$ cat src/rtl/cory_resp_route8_pkg.sv
// Shared definitions for the cory response-router family: source-id width,
// port count and a constant clog2 helper used to size pointers and counters.
package cory_resp_route8_pkg;

    localparam int CORY_SRC_W = 3;
    localparam int CORY_PORTS = 8;

    function automatic int cory_clog2(input int value);
        int r;
        r = 0;
        while ((1 << r) < value) begin
            r = r + 1;
        end
        return r;
    endfunction

endpackage

$ cat src/rtl/cory_resp_route8_tagq.sv
// cory_tagq: small tag FIFO remembering the source id of every forwarded
// request so that in-order responses can be steered back to their origin.
// Pointers carry one extra bit and wrap naturally; occupancy is tracked in a
// separate counter so full/empty never rely on pointer comparison.
// The caller guarantees push is never asserted while full and pop is never
// asserted while empty.
module cory_tagq
    import cory_resp_route8_pkg::*;
#(
    parameter int W  = CORY_SRC_W,
    parameter int D  = 8,
    localparam int AW = cory_clog2(D)
) (
    input  logic          clk,
    input  logic          reset,
    input  logic          push,
    input  logic          pop,
    input  logic [W-1:0]  wdata,
    output logic [W-1:0]  rdata,
    output logic [AW:0]   cnt
);

    localparam logic [AW:0] ONE = (AW+1)'(1);

    logic [W-1:0] mem_q [D];
    logic [W-1:0] mem_d [D];
    logic [AW:0]  wptr_q, wptr_d;
    logic [AW:0]  rptr_q, rptr_d;
    logic [AW:0]  cnt_q, cnt_d;

    // Next-state for storage, both pointers and the occupancy counter.
    always_comb begin
        mem_d  = mem_q;
        wptr_d = wptr_q;
        rptr_d = rptr_q;
        cnt_d  = cnt_q;
        if (push) begin
            mem_d[wptr_q[AW-1:0]] = wdata;
            wptr_d = wptr_q + ONE;
        end
        if (pop) begin
            rptr_d = rptr_q + ONE;
        end
        unique case ({push, pop})
            2'b10:   cnt_d = cnt_q + ONE;
            2'b01:   cnt_d = cnt_q - ONE;
            default: cnt_d = cnt_q;
        endcase
    end

    // Pointers and count reset to empty; tag storage needs no reset.
    always_ff @(posedge clk) begin
        if (reset) begin
            wptr_q <= '0;
            rptr_q <= '0;
            cnt_q  <= '0;
        end else begin
            wptr_q <= wptr_d;
            rptr_q <= rptr_d;
            cnt_q  <= cnt_d;
        end
    end

    // Tag storage update.
    always_ff @(posedge clk) begin
        mem_q <= mem_d;
    end

    assign rdata = mem_q[rptr_q[AW-1:0]];
    assign cnt   = cnt_q;

endmodule

$ cat src/rtl/cory_resp_route8.sv
// cory_resp_route8: order-tracking response router behind the 8:1 arbiter.
// Requests pass straight to the single target while their source ids are
// queued; each in-order response is steered to the port at the queue head.
// Optional macro CORY_RESP_ROUTE8_ERR_EN enables a sticky o_err flag for
// unsolicited responses (and an internal push-while-full check).
module cory_resp_route8
    import cory_resp_route8_pkg::*;
#(
    parameter int N  = 8,
    parameter int D  = 8,
    localparam int AW = cory_clog2(D)
) (
    input  logic                  clk,
    input  logic                  reset,
    input  logic                  i_a_v,
    input  logic [N-1:0]          i_a_d,
    input  logic [CORY_SRC_W-1:0] i_a_s,
    output logic                  o_a_r,
    output logic                  o_b_v,
    output logic [N-1:0]          o_b_d,
    input  logic                  i_b_r,
    input  logic                  i_c_v,
    input  logic [N-1:0]          i_c_d,
    output logic                  o_c_r,
    output logic [CORY_PORTS-1:0] o_z_v,
    output logic [N-1:0]          o_z_d,
    input  logic [CORY_PORTS-1:0] i_z_r,
    output logic [AW:0]           o_cnt,
    output logic                  o_err
);

    localparam logic [AW:0] DEPTH_CNT = (AW+1)'(D);

    logic                  full;
    logic                  empty;
    logic                  push;
    logic                  pop;
    logic [CORY_SRC_W-1:0] head;
    logic [AW:0]           cnt;

    cory_tagq #(
        .W (CORY_SRC_W),
        .D (D)
    ) u_tagq (
        .clk   (clk),
        .reset (reset),
        .push  (push),
        .pop   (pop),
        .wdata (i_a_s),
        .rdata (head),
        .cnt   (cnt)
    );

    // Handshake gating on both paths plus the head-tag 3->8 decode; readies
    // depend only on occupancy and the far side's ready, never on own valid.
    always_comb begin
        full  = (cnt == DEPTH_CNT);
        empty = (cnt == '0);
        o_b_v = i_a_v & ~full;
        o_a_r = i_b_r & ~full;
        push  = i_a_v & o_a_r;
        o_c_r = ~empty & i_z_r[head];
        pop   = i_c_v & o_c_r;
        o_z_v = '0;
        if (i_c_v & ~empty) begin
            o_z_v[head] = 1'b1;
        end
    end

    assign o_b_d = i_a_d;
    assign o_z_d = i_c_d;
    assign o_cnt = cnt;

`ifdef CORY_RESP_ROUTE8_ERR_EN
    logic err_q, err_d;

    // Sticky error: a response arriving with nothing outstanding, or a push
    // into a full queue, latches until reset.
    always_comb begin
        err_d = err_q | (i_c_v & empty) | (push & full);
    end

    // Error flag register.
    always_ff @(posedge clk) begin
        if (reset) begin
            err_q <= 1'b0;
        end else begin
            err_q <= err_d;
        end
    end

    assign o_err = err_q;
`else
    assign o_err = 1'b0;
`endif

endmodule

$ cat config.mk
export PLATFORM = sky130hd
export DESIGN_NAME = cory_resp_route8
export DESIGN_NICKNAME = d
export VERILOG_FILES = /design/src/rtl/cory_resp_route8_pkg.sv /design/src/rtl/cory_resp_route8_tagq.sv /design/src/rtl/cory_resp_route8.sv
export SDC_FILE = /design/constraint.sdc
export NUM_CORES = 1
export LEC_CHECK = 0
export BUFFER_PORTS_ARGS = -buffer_cell sky130_fd_sc_hd__buf_2
export CELL_PAD_IN_SITES_DETAIL_PLACEMENT = 0
export CELL_PAD_IN_SITES_GLOBAL_PLACEMENT = 2
export CORE_MARGIN = 2
export CORE_UTILIZATION = 31
export DETAILED_ROUTE_END_ITERATION = 8
export PLACE_DENSITY = 0.87
export SLEW_MARGIN = 20
export SYNTH_ARGS = -nofsm -noshare
export SYNTH_HDL_FRONTEND = slang
export SYNTH_SLANG_ARGS = --single-unit
$ cat constraint.sdc
create_clock -name clk -period 3.8 [get_ports clk]
set_input_delay 0.76 -clock clk [delete_from_list [all_inputs] [get_ports clk]]
set_output_delay 0.76 -clock clk [all_outputs]
set_load 0.02 [all_outputs]
==> results of run 1 <==
==> final cells by class <==
cell class	count	area, µm²	area share
clock buffers	5	68.8	0.0326
clock inverters	3	68.8	0.0326
inverters	4	15.0	0.00711
repair buffers	31	158	0.0747
well taps	75	93.8	0.0445
flip-flops and latches	34	922	0.437
multi-input cells	100	785	0.372
==> cells in the final DEF, fill, tap and decap left out, types with 2 or more instances in the layout <==
| cell | Yosys | final |
|---|---|---|
| nand2_1 | 6 | 6 |
| mux4_2 | 5 | 5 |
| nor2_1 | 23 | 23 |
| inv_1 | 4 | 4 |
| dfxtp_1 | 10 | 9 |
| nand2b_1 | 6 | 6 |
| nor3_1 | 4 | 4 |
| a21oi_1 | 7 | 7 |
| mux2i_1 | 6 | 6 |
| nand3_1 | 4 | 4 |
| mux2_2 | 5 | 5 |
| buf_2 | 1 | 30 |
| edfxtp_1 | 24 | 24 |
| nand2_2 | 2 | 2 |
| clkbuf_8 | 1 | 5 |
| ha_1 | 5 | 5 |
| and2b_2 | 2 | 2 |
| xor2_1 | 3 | 3 |
| bufinv_16 | 0 | 2 |
| nor2_2 | 2 | 2 |
| nor4_1 | 2 | 2 |
| mux2_4 | 2 | 2 |
==> power by group through the flow <==
stage | Combinational (W) | Clock [W] | Sequential (W)
finish | 0.000238 | 0.000392 | 0.000436
global route | 0.000263 | 0.000415 | 0.000442
CTS | 0.000242 | 0.000402 | 0.000437
detailed placement | 0.000240 | 0 | 0.000445
global placement | 0.000237 | 0 | 0.000445
floorplan | 0.000209 | 0 | 0.000442
==> critical path, stage by stage (launching register included) <==
cell and delay [ns]:
dfxtp_2 0.50, mux4_2 0.58, nor3b_1 0.16, a31oi_1 0.29
nor2_2 0.13, nor4b_4 0.31, ha_1 0.25, ha_1 0.24
a21o_1 0.17, a21oi_1 0.17, xnor2_1 0.10, or3_1 0.31
a21oi_1 0.14
==> cell families after synthesis <==
logic type,Yosys count,synth area share
buf+inv,24,0.0919
mux,19,0.144
flops,34,0.490
other cells,1,0.00200
compound gates,13,0.0473
simple gates,57,0.162
fa+ha+maj,6,0.0440
xor+xnor,4,0.0187
==> worst paths after layout <==
| path | start | endpoint | slack, ns | depth (start not counted) |
|---|---|---|---|---|
| setup / recovery | u_tagq.rptr_q[0]$_SDFFE_PP0P_ | u_tagq.cnt[3]$_SDFFE_PP0P_ | 0.38 | 12 |
| hold / removal | u_tagq.wptr_q[0]$_SDFFE_PP0P_ | u_tagq.wptr_q[0]$_SDFFE_PP0P_ | 0.49 | 2 |
| setup reg to reg | u_tagq.rptr_q[0]$_SDFFE_PP0P_ | u_tagq.cnt[3]$_SDFFE_PP0P_ | 0.38 | 12 |
| hold reg to reg | u_tagq.wptr_q[0]$_SDFFE_PP0P_ | u_tagq.wptr_q[0]$_SDFFE_PP0P_ | 0.49 | 2 |
==> through the flow <==
| stage | instances | utilization | area (µm²) |
|---|---|---|---|
| 4_1_cts | 252 | 0.358 | 2110 |
| 2_1_floorplan | 158 | - | 1880 |
| 3_5_place_dp | 244 | 0.335 | 1970 |
| 3_3_place_gp | 244 | 0.335 | 1970 |
| 6_report | 252 | 0.359 | 2110 |
| 5_1_grt | 252 | 0.359 | 2110 |
==> state kept, by name, summed over array words and instances, names as in the netlist <==
name,flops
u_tagq.wptr_q,3
u_tagq.cnt,4
u_tagq.rptr_q,3
u_tagq.mem_q,24
==> routing by layer <==
layer / share of wire / track usage
met5: 0 / 0
met4: 0.016 / 0.0567
met2: 0.45 / 0.167
met3: 0.071 / 0.0275
met1: 0.46 / 0.131
==> impl_metrics.toml, run 1 <==
[logic_synthesis]
synthArstFlopShare = 0
syn_nets = 196
ys_ff_latch = 34
yosysTopAreaCell = "edfxtp_1"
yosysSeqAreaShare = 0.490
ys_warn_count = 0
synth_cells = 158
syn_area_um2 = 1880
yosysTopAreaCellShare = 0.384
synthFlopType = "edfxtp_1"
synth.most_common_cell = "edfxtp_1"
synth-edff-count = 24
synthTopCellsByArea = "edfxtp_1 (38%), dfxtp_1 (11%), buf_4 (6.8%)"
avgSynthCellArea_um2 = 11.9
synth_commonest_cells = "edfxtp_1 (24), nor2_1 (23), buf_4 (17)"
ys_types = 39

[detailed_routing]
ant_nets = 0
dr.pass1.iters = 4
avgViaCountPerCell = 4.58
vias = 1155
wl_per_cell_um = 12.9
wirelength_um = 3250
drc = 0
drtIter0Drc = 14

[floorplan]
num_io_pins = 64
die_y_um = 81.8
num_rows = 28
initial_core_util = 0.319
die_w_um = 81.8
die_area_um2 = 6700
core_area_um2 = 5890

[pwr]
clkPwrFrac = 0.368
switchingPower_w = 0.000285
pwr-share-comb = 0.223
p_leak_nw = 0.791
ir_worst_vdd_uv = 163
finalPower_w = 0.00107
netSwitchingFraction = 0.267
p_int_w = 0.000782
cellPowerDensity_nw_per_um2 = 506
p_seq_frac = 0.409

[sta]
tns_ns = 0
fin_crit_sh = 0.899
fmax_mhz = 293
period_minus_slack_ns = 3.42
tightest_slew_ns = 0.596
worst_clock_skew_ns = 0.00490
finalSetupViolations = 0
holdWs_ns = 0.492
grt_setup_unrepaired = "no"
maxSlewViolCount = 0
hold_violations = 0
finalWorstSetupSlack_ns = 0.384
slew_headroom = 0.599

[outcome]
outcome = "completed"

[setup_path]
crit_required_ns = 4.02
cp_max_fo = 11
critPathLaunchType = "flip-flop"
critPathArrivalTime_ns = 3.64
crit_path_end_kind = "flip-flop"
path_class = "flip-flop to flip-flop"

[cells_and_area]
drive_above_1_share = 0.350
nFillCells = 602
area_growth_pct = 12.4
n_antenna_cell = 0
fin_nets = 214

[clock_network]
cts_max_level = 2
post_cts_buffers = 0
postCtsResizedCells = 0
cts_inserted_buffers = 5
cts_tree = "done"
clk_latency_ns = 0.29
ctsHoldBuffers = 0
root_buffer = "clkbuf_8"
clockBufferDepth = 2
numClockSinks = 34
cts.clk_slew.worst_paths_ns = 0.07

[place]
port_buffers = 30
hpwl_um = 2460
pre_cts_slack_ns = 0.160
finalWeightedCongestion = 0.729

[grt]
antenna_found_initial = 0
track_usage = 0.105
overflow = 0
grt_max_degree = 14
grt_pass1_wl_um = 5230
grt_pass1_vias = 1106

[min_path]
min-delay-path-class = "flip-flop to flip-flop"

[run]
maxCapViolations = 0
Power figures use the tool's default switching activity.
==> run 2, diff against run 1 <==
--- a/config.mk
+++ b/config.mk
@@ -10,8 +10,10 @@
 export CELL_PAD_IN_SITES_GLOBAL_PLACEMENT = 2
 export CORE_MARGIN = 2
 export CORE_UTILIZATION = 31
+export CTS_CLUSTER_SIZE = 12
 export DETAILED_ROUTE_END_ITERATION = 8
-export PLACE_DENSITY = 0.87
+export GPL_TIMING_DRIVEN = 0
+export PLACE_DENSITY = 0.79
 export SLEW_MARGIN = 20
 export SYNTH_ARGS = -nofsm -noshare
 export SYNTH_HDL_FRONTEND = slang
==> impl_metrics.toml, run 2 (synthesis results as in run 1) <==
[setup_path]
rr_endpoint = "u_tagq.cnt[3]$_SDFFE_PP0P_"
r2r-start = "u_tagq.rptr_q[0]$_SDFFE_PP0P_"
critPathArrivalTime_ns = 3.71
cp_max_fo = 10
cp-endpoint = "u_tagq.cnt[3]$_SDFFE_PP0P_"
cp_cell_sequence = "buf_6 > mux4_2 > mux2_2 > nand2_2 > o22ai_4 > nor4b_4 > ha_1 > ha_1 > a21o_1 > a21oi_1 > xnor2_1 > or3_1 > a21oi_1"
crit_family = "multiplexers"
cp_slowest_stage_delay_ns = 0.58
crit_required_ns = 4.02
cp_slowest_cell = "mux4_2"
path_depth = 13
setup.worst_path.start = "u_tagq.rptr_q[0]$_SDFFE_PP0P_"
worst_r2r_path_depth = 13
cp_num_buf_inv = 1
crit_path_end_kind = "flip-flop"
r2r_slack_ns = 0.31
path_class = "flip-flop to flip-flop"
critPathLaunchType = "flip-flop"

[run]
maxCapViolations = 0

[pwr]
clkPwrFrac = 0.257
netSwitchingFraction = 0.309
cellPowerDensity_nw_per_um2 = 420
p_int_w = 0.000664
ir_worst_vdd_uv = 137
pwr-share-comb = 0.298
p_leak_nw = 0.922
p_seq_frac = 0.445
switchingPower_w = 0.000297

[floorplan]
die_y_um = 81.8
core_area_um2 = 5890
num_rows = 28
die_w_um = 81.8
num_io_pins = 64
die_area_um2 = 6700
initial_core_util = 0.319

[cells_and_area]
top_register = "u_tagq.mem_q"
n_antenna_cell = 0
mostFrequentLayoutCells = "buf_2 (47), edfxtp_1 (24), nor2_1 (23)"
area_growth_pct = 21.9
layout_commonest_cell = "buf_2"
drive_above_1_share = 0.448
largest_reg_flops = 24
fin_nets = 249
fin_cells = 287

[grt]
track_usage = 0.114
overflow = 0
antenna_found_initial = 0
grt_pass1_wl_um = 5760
grt_max_degree = 11
grt_pass1_vias = 1220

[detailed_routing]
wirelength_um = 3590
met3_length_um = 233
avgViaCountPerCell = 4.54
drtIter0Drc = 30
route.met2.wl_um = 1700
ant_nets = 0
wl_per_cell_um = 12.5
vias = 1303
met1Wirelength_um = 1580
highest_layer = "met4"
drc = 0
dr.pass1.iters = 4

[clock_network]
numClockSinks = 34
clockBufferDepth = 2
cts_max_level = 2
cts.clk_slew.worst_paths_ns = 0.06
post_cts_buffers = 0
cts_inserted_buffers = 5
clk_latency_ns = 0.28
cts_tree = "done"
root_buffer = "clkbuf_8"

[outcome]
outcome = "completed"

[min_path]
holdPathStages = 2
min-delay-path-class = "flip-flop to flip-flop"

[sta]
fmax_mhz = 286
tightest_slew_ns = 0.547
grt_setup_unrepaired = "no"
worst_clock_skew_ns = 0.00228
finalSetupViolations = 0
maxSlewViolCount = 0
tns_ns = 0
hold_violations = 0
fin_crit_sh = 0.919
period_minus_slack_ns = 3.49
slew_headroom = 0.632

[place]
dpl.cell_count = 279
finalWeightedCongestion = 0.670
hpwl_um = 2790
port_buffers = 46
==> run 2: worst min path at each step <==
| stage | to | startpoint | slack, ns |
|---|---|---|---|
| floorplan | u_tagq.wptr_q[0]$_SDFFE_PP0P_ | u_tagq.wptr_q[0]$_SDFFE_PP0P_ | 0.46 |
| detailed placement | u_tagq.wptr_q[0]$_SDFFE_PP0P_ | u_tagq.wptr_q[0]$_SDFFE_PP0P_ | 0.48 |
| global route | u_tagq.wptr_q[0]$_SDFFE_PP0P_ | u_tagq.wptr_q[0]$_SDFFE_PP0P_ | 0.52 |
| finish | u_tagq.wptr_q[0]$_SDFFE_PP0P_ | u_tagq.wptr_q[0]$_SDFFE_PP0P_ | 0.50 |
| CTS | u_tagq.wptr_q[0]$_SDFFE_PP0P_ | u_tagq.wptr_q[0]$_SDFFE_PP0P_ | 0.50 |
| global placement | u_tagq.wptr_q[0]$_SDFFE_PP0P_ | u_tagq.wptr_q[0]$_SDFFE_PP0P_ | 0.48 |
==> run 2: repair_timing <==
item                       in CTS  in global routing
hold buffers                    0                  0
hold endpoints to repair        0                  0
setup endpoints to repair       0                  1
gates resized for setup         0                  1
==> run 2: power groups by stage <==
stage	logic [W]	registers, W	clock network (W)
after floorplan	0.000209	0.000442	0
after global placement	0.000286	0.000436	0
after detailed placement	0.000288	0.000436	0
after CTS	0.000289	0.000428	0.000254
after global routing	0.000320	0.000431	0.000266
final	0.000287	0.000428	0.000247
==> run 2: per-layer routing <==
metal  vias up  GRT usage
met5         -          0
met2        47      0.203
met4         0     0.0500
li1        650          -
met1       601      0.131
met3         5     0.0231
==> run 2: metrics by stage <==
step	util	hold WS, ns	cell area (µm²)	total power (W)	setup WS (ns)
global route	0.389	0.520	2290	0.00102	0.0327
CTS	0.388	0.499	2280	0.000971	0.215
detailed placement	0.374	0.483	2200	0.000724	0.243
floorplan	-	0.462	1880	0.000650	0.603
global placement	0.374	0.477	2200	0.000722	0.266
finish	0.389	0.503	2290	0.000962	0.306
==> run 2: area by class of cell <==
cell class | instances | area (µm²)
Timing Repair Buffer | 46 | 230
Inverter | 4 | 15.0
Clock inverter | 2 | 8.76
Tap cell | 75 | 93.8
Multi-Input combinational cell | 100 | 791
Sequential cell | 34 | 921
Buffer | 20 | 158
Fill cell | 599 | 3600
Clock buffer | 6 | 72.6
==> run 2: worst reg2reg max path, stage by stage (launching register included) <==
cell,delay (ns)
dfxtp_1,0.35
buf_6,0.18
mux4_2,0.59
mux2_2,0.33
nand2_2,0.10
o22ai_4,0.09
nor4b_4,0.39
ha_1,0.27
ha_1,0.24
a21o_1,0.17
a21oi_1,0.17
xnor2_1,0.10
or3_1,0.31
a21oi_1,0.14
==> run 3, diff against run 2 <==
--- a/config.mk
+++ b/config.mk
@@ -5,15 +5,15 @@
 export SDC_FILE = /design/constraint.sdc
 export NUM_CORES = 1
 export LEC_CHECK = 0
-export BUFFER_PORTS_ARGS = -buffer_cell sky130_fd_sc_hd__buf_2
 export CELL_PAD_IN_SITES_DETAIL_PLACEMENT = 0
 export CELL_PAD_IN_SITES_GLOBAL_PLACEMENT = 2
 export CORE_MARGIN = 2
-export CORE_UTILIZATION = 31
+export CORE_UTILIZATION = 39
 export CTS_CLUSTER_SIZE = 12
 export DETAILED_ROUTE_END_ITERATION = 8
+export DONT_BUFFER_PORTS = 1
 export GPL_TIMING_DRIVEN = 0
-export PLACE_DENSITY = 0.79
+export PLACE_DENSITY = 0.78
 export SLEW_MARGIN = 20
 export SYNTH_ARGS = -nofsm -noshare
 export SYNTH_HDL_FRONTEND = slang
==> impl_metrics.toml, run 3 (synthesis results as in run 1) <==
[outcome]
outcome = "completed"

[clock_network]
root_buffer = "clkbuf_8"
cts_max_level = 2
ctsHoldBuffers = 0
cts_tree = "done"
clockBufferDepth = 2
clk_latency_ns = 0.29
cts_inserted_buffers = 5
numClockSinks = 34
cts.clk_slew.worst_paths_ns = 0.07

[grt]
track_usage = 0.132
grt_pass1_wl_um = 5180
overflow = 0
antenna_found_initial = 0
grt_pass1_vias = 1110
grt_max_degree = 11

[sta]
maxSlewViolCount = 0
worst_clock_skew_ns = 0.00501
finalSetupViolations = 0
fin_crit_sh = 0.932
finalWorstSetupSlack_ns = 0.258
slew_headroom = 0.383
tns_ns = 0
tightest_slew_ns = 0.918
grt_setup_unrepaired = "no"
hold_violations = 0
period_minus_slack_ns = 3.54
fmax_mhz = 282

[cells_and_area]
drive_above_1_share = 0.295
n_antenna_cell = 0
area_growth_pct = 8.26
top_register = "u_tagq.mem_q"
largest_reg_flops = 24
layout_commonest_cell = "edfxtp_1"
mostFrequentLayoutCells = "edfxtp_1 (24), nor2_1 (23), buf_4 (17)"
fin_nets = 203

[place]
pre_cts_slack_ns = 0.257
finalWeightedCongestion = 0.663
hpwl_um = 2640
port_buffers = 0

[detailed_routing]
ant_nets = 0
avgViaCountPerCell = 5.23
drtIter0Drc = 41
vias = 1150
wirelength_um = 3330
drc = 0
dr.pass1.iters = 4
wl_per_cell_um = 15.1

[setup_path]
cp_max_fo = 10
critPathLaunchType = "flip-flop"
crit_path_end_kind = "flip-flop"
critPathArrivalTime_ns = 3.76
worst_r2r_path_depth = 13
crit_required_ns = 4.02
path_class = "flip-flop to flip-flop"

[floorplan]
die_area_um2 = 5390
initial_core_util = 0.400
die_y_um = 73.4
core_area_um2 = 4690
num_rows = 25
die_w_um = 73.4
num_io_pins = 64

[pwr]
pwr-share-comb = 0.260
cellPowerDensity_nw_per_um2 = 455
p_seq_frac = 0.473
clkPwrFrac = 0.267
ir_worst_vdd_uv = 180
p_leak_nw = 0.721
switchingPower_w = 0.000283
netSwitchingFraction = 0.306
p_int_w = 0.000642

[min_path]
min-delay-path-class = "flip-flop to flip-flop"
holdPathStages = 2

[run]
maxCapViolations = 0
-- run 3: cell types whose count changed in the layout (fill, tap and decap cells not counted) --
cell / previous run / this run
buf_2: 47 / 1
-- run 3: power by group through the flow --
stage                     sequential, W  clock [W]  combinational, W
after floorplan                0.000442          0          0.000209
after global routing           0.000440   0.000270          0.000271
after global placement         0.000445          0          0.000239
after detailed placement       0.000446          0          0.000243
final                          0.000438   0.000247          0.000241
after CTS                      0.000438   0.000253          0.000244
-- run 3: final cells by class --
type	instances	area, µm²
Clock inverter	2	8.76
Fill cell	429	2660
Multi-Input combinational cell	100	791
Clock buffer	6	72.6
Buffer	20	158
Inverter	4	15.0
Tap cell	54	67.6
Sequential cell	34	921
-- run 3: path summary, 6_finish.rpt --
| path | start | end | slack [ns] |
|---|---|---|---|
| worst min register to register | u_tagq.wptr_q[0]$_SDFFE_PP0P_ | u_tagq.wptr_q[0]$_SDFFE_PP0P_ | 0.50 |
| worst max register to register | u_tagq.rptr_q[0]$_SDFFE_PP0P_ | u_tagq.cnt[3]$_SDFFE_PP0P_ | 0.26 |
| worst min-delay path | u_tagq.wptr_q[0]$_SDFFE_PP0P_ | u_tagq.wptr_q[0]$_SDFFE_PP0P_ | 0.50 |
| worst max-delay path | u_tagq.rptr_q[0]$_SDFFE_PP0P_ | u_tagq.cnt[3]$_SDFFE_PP0P_ | 0.26 |
-- run 3: layer usage --
| layer | GRT usage | wire, µm | part of all wire | vias up |
|---|---|---|---|---|
| met4 | 0.0788 | 83 | 0.025 | 0 |
| met5 | 0 | 0 | 0 | - |
| li1 | - | - | - | 556 |
| met3 | 0.0329 | 265 | 0.080 | 8 |
| met2 | 0.217 | 1590 | 0.48 | 66 |
| met1 | 0.156 | 1380 | 0.42 | 520 |
-- run 3: metrics by stage --
step	area (µm²)	util	instances	power [W]	hold WS [ns]
final	2030	0.433	220	0.000926	0.501
after CTS	2030	0.432	220	0.000936	0.504
after detailed placement	1950	0.415	212	0.000688	0.495
after floorplan	1880	-	158	0.000650	0.462
after global routing	2030	0.433	220	0.000981	0.552
after global placement	1950	0.415	212	0.000684	0.472
-- run 3: repair_timing --
item / in CTS / in global routing
resized for setup: 0 / 1
endpoints found under the setup margin: 0 / 1
setup buffers: 0 / 0
-- run 3: critical path, cell delays in order (launching register included) --
cell and delay (ns):
dfxtp_1 0.35, buf_6 0.18, mux4_2 0.58, mux2_2 0.32
nand2_2 0.09, o22ai_4 0.09, nor4b_4 0.42, ha_1 0.28
ha_1 0.25, a21o_1 0.17, a21oi_1 0.17, xnor2_1 0.10
or3_1 0.31, a21oi_1 0.13
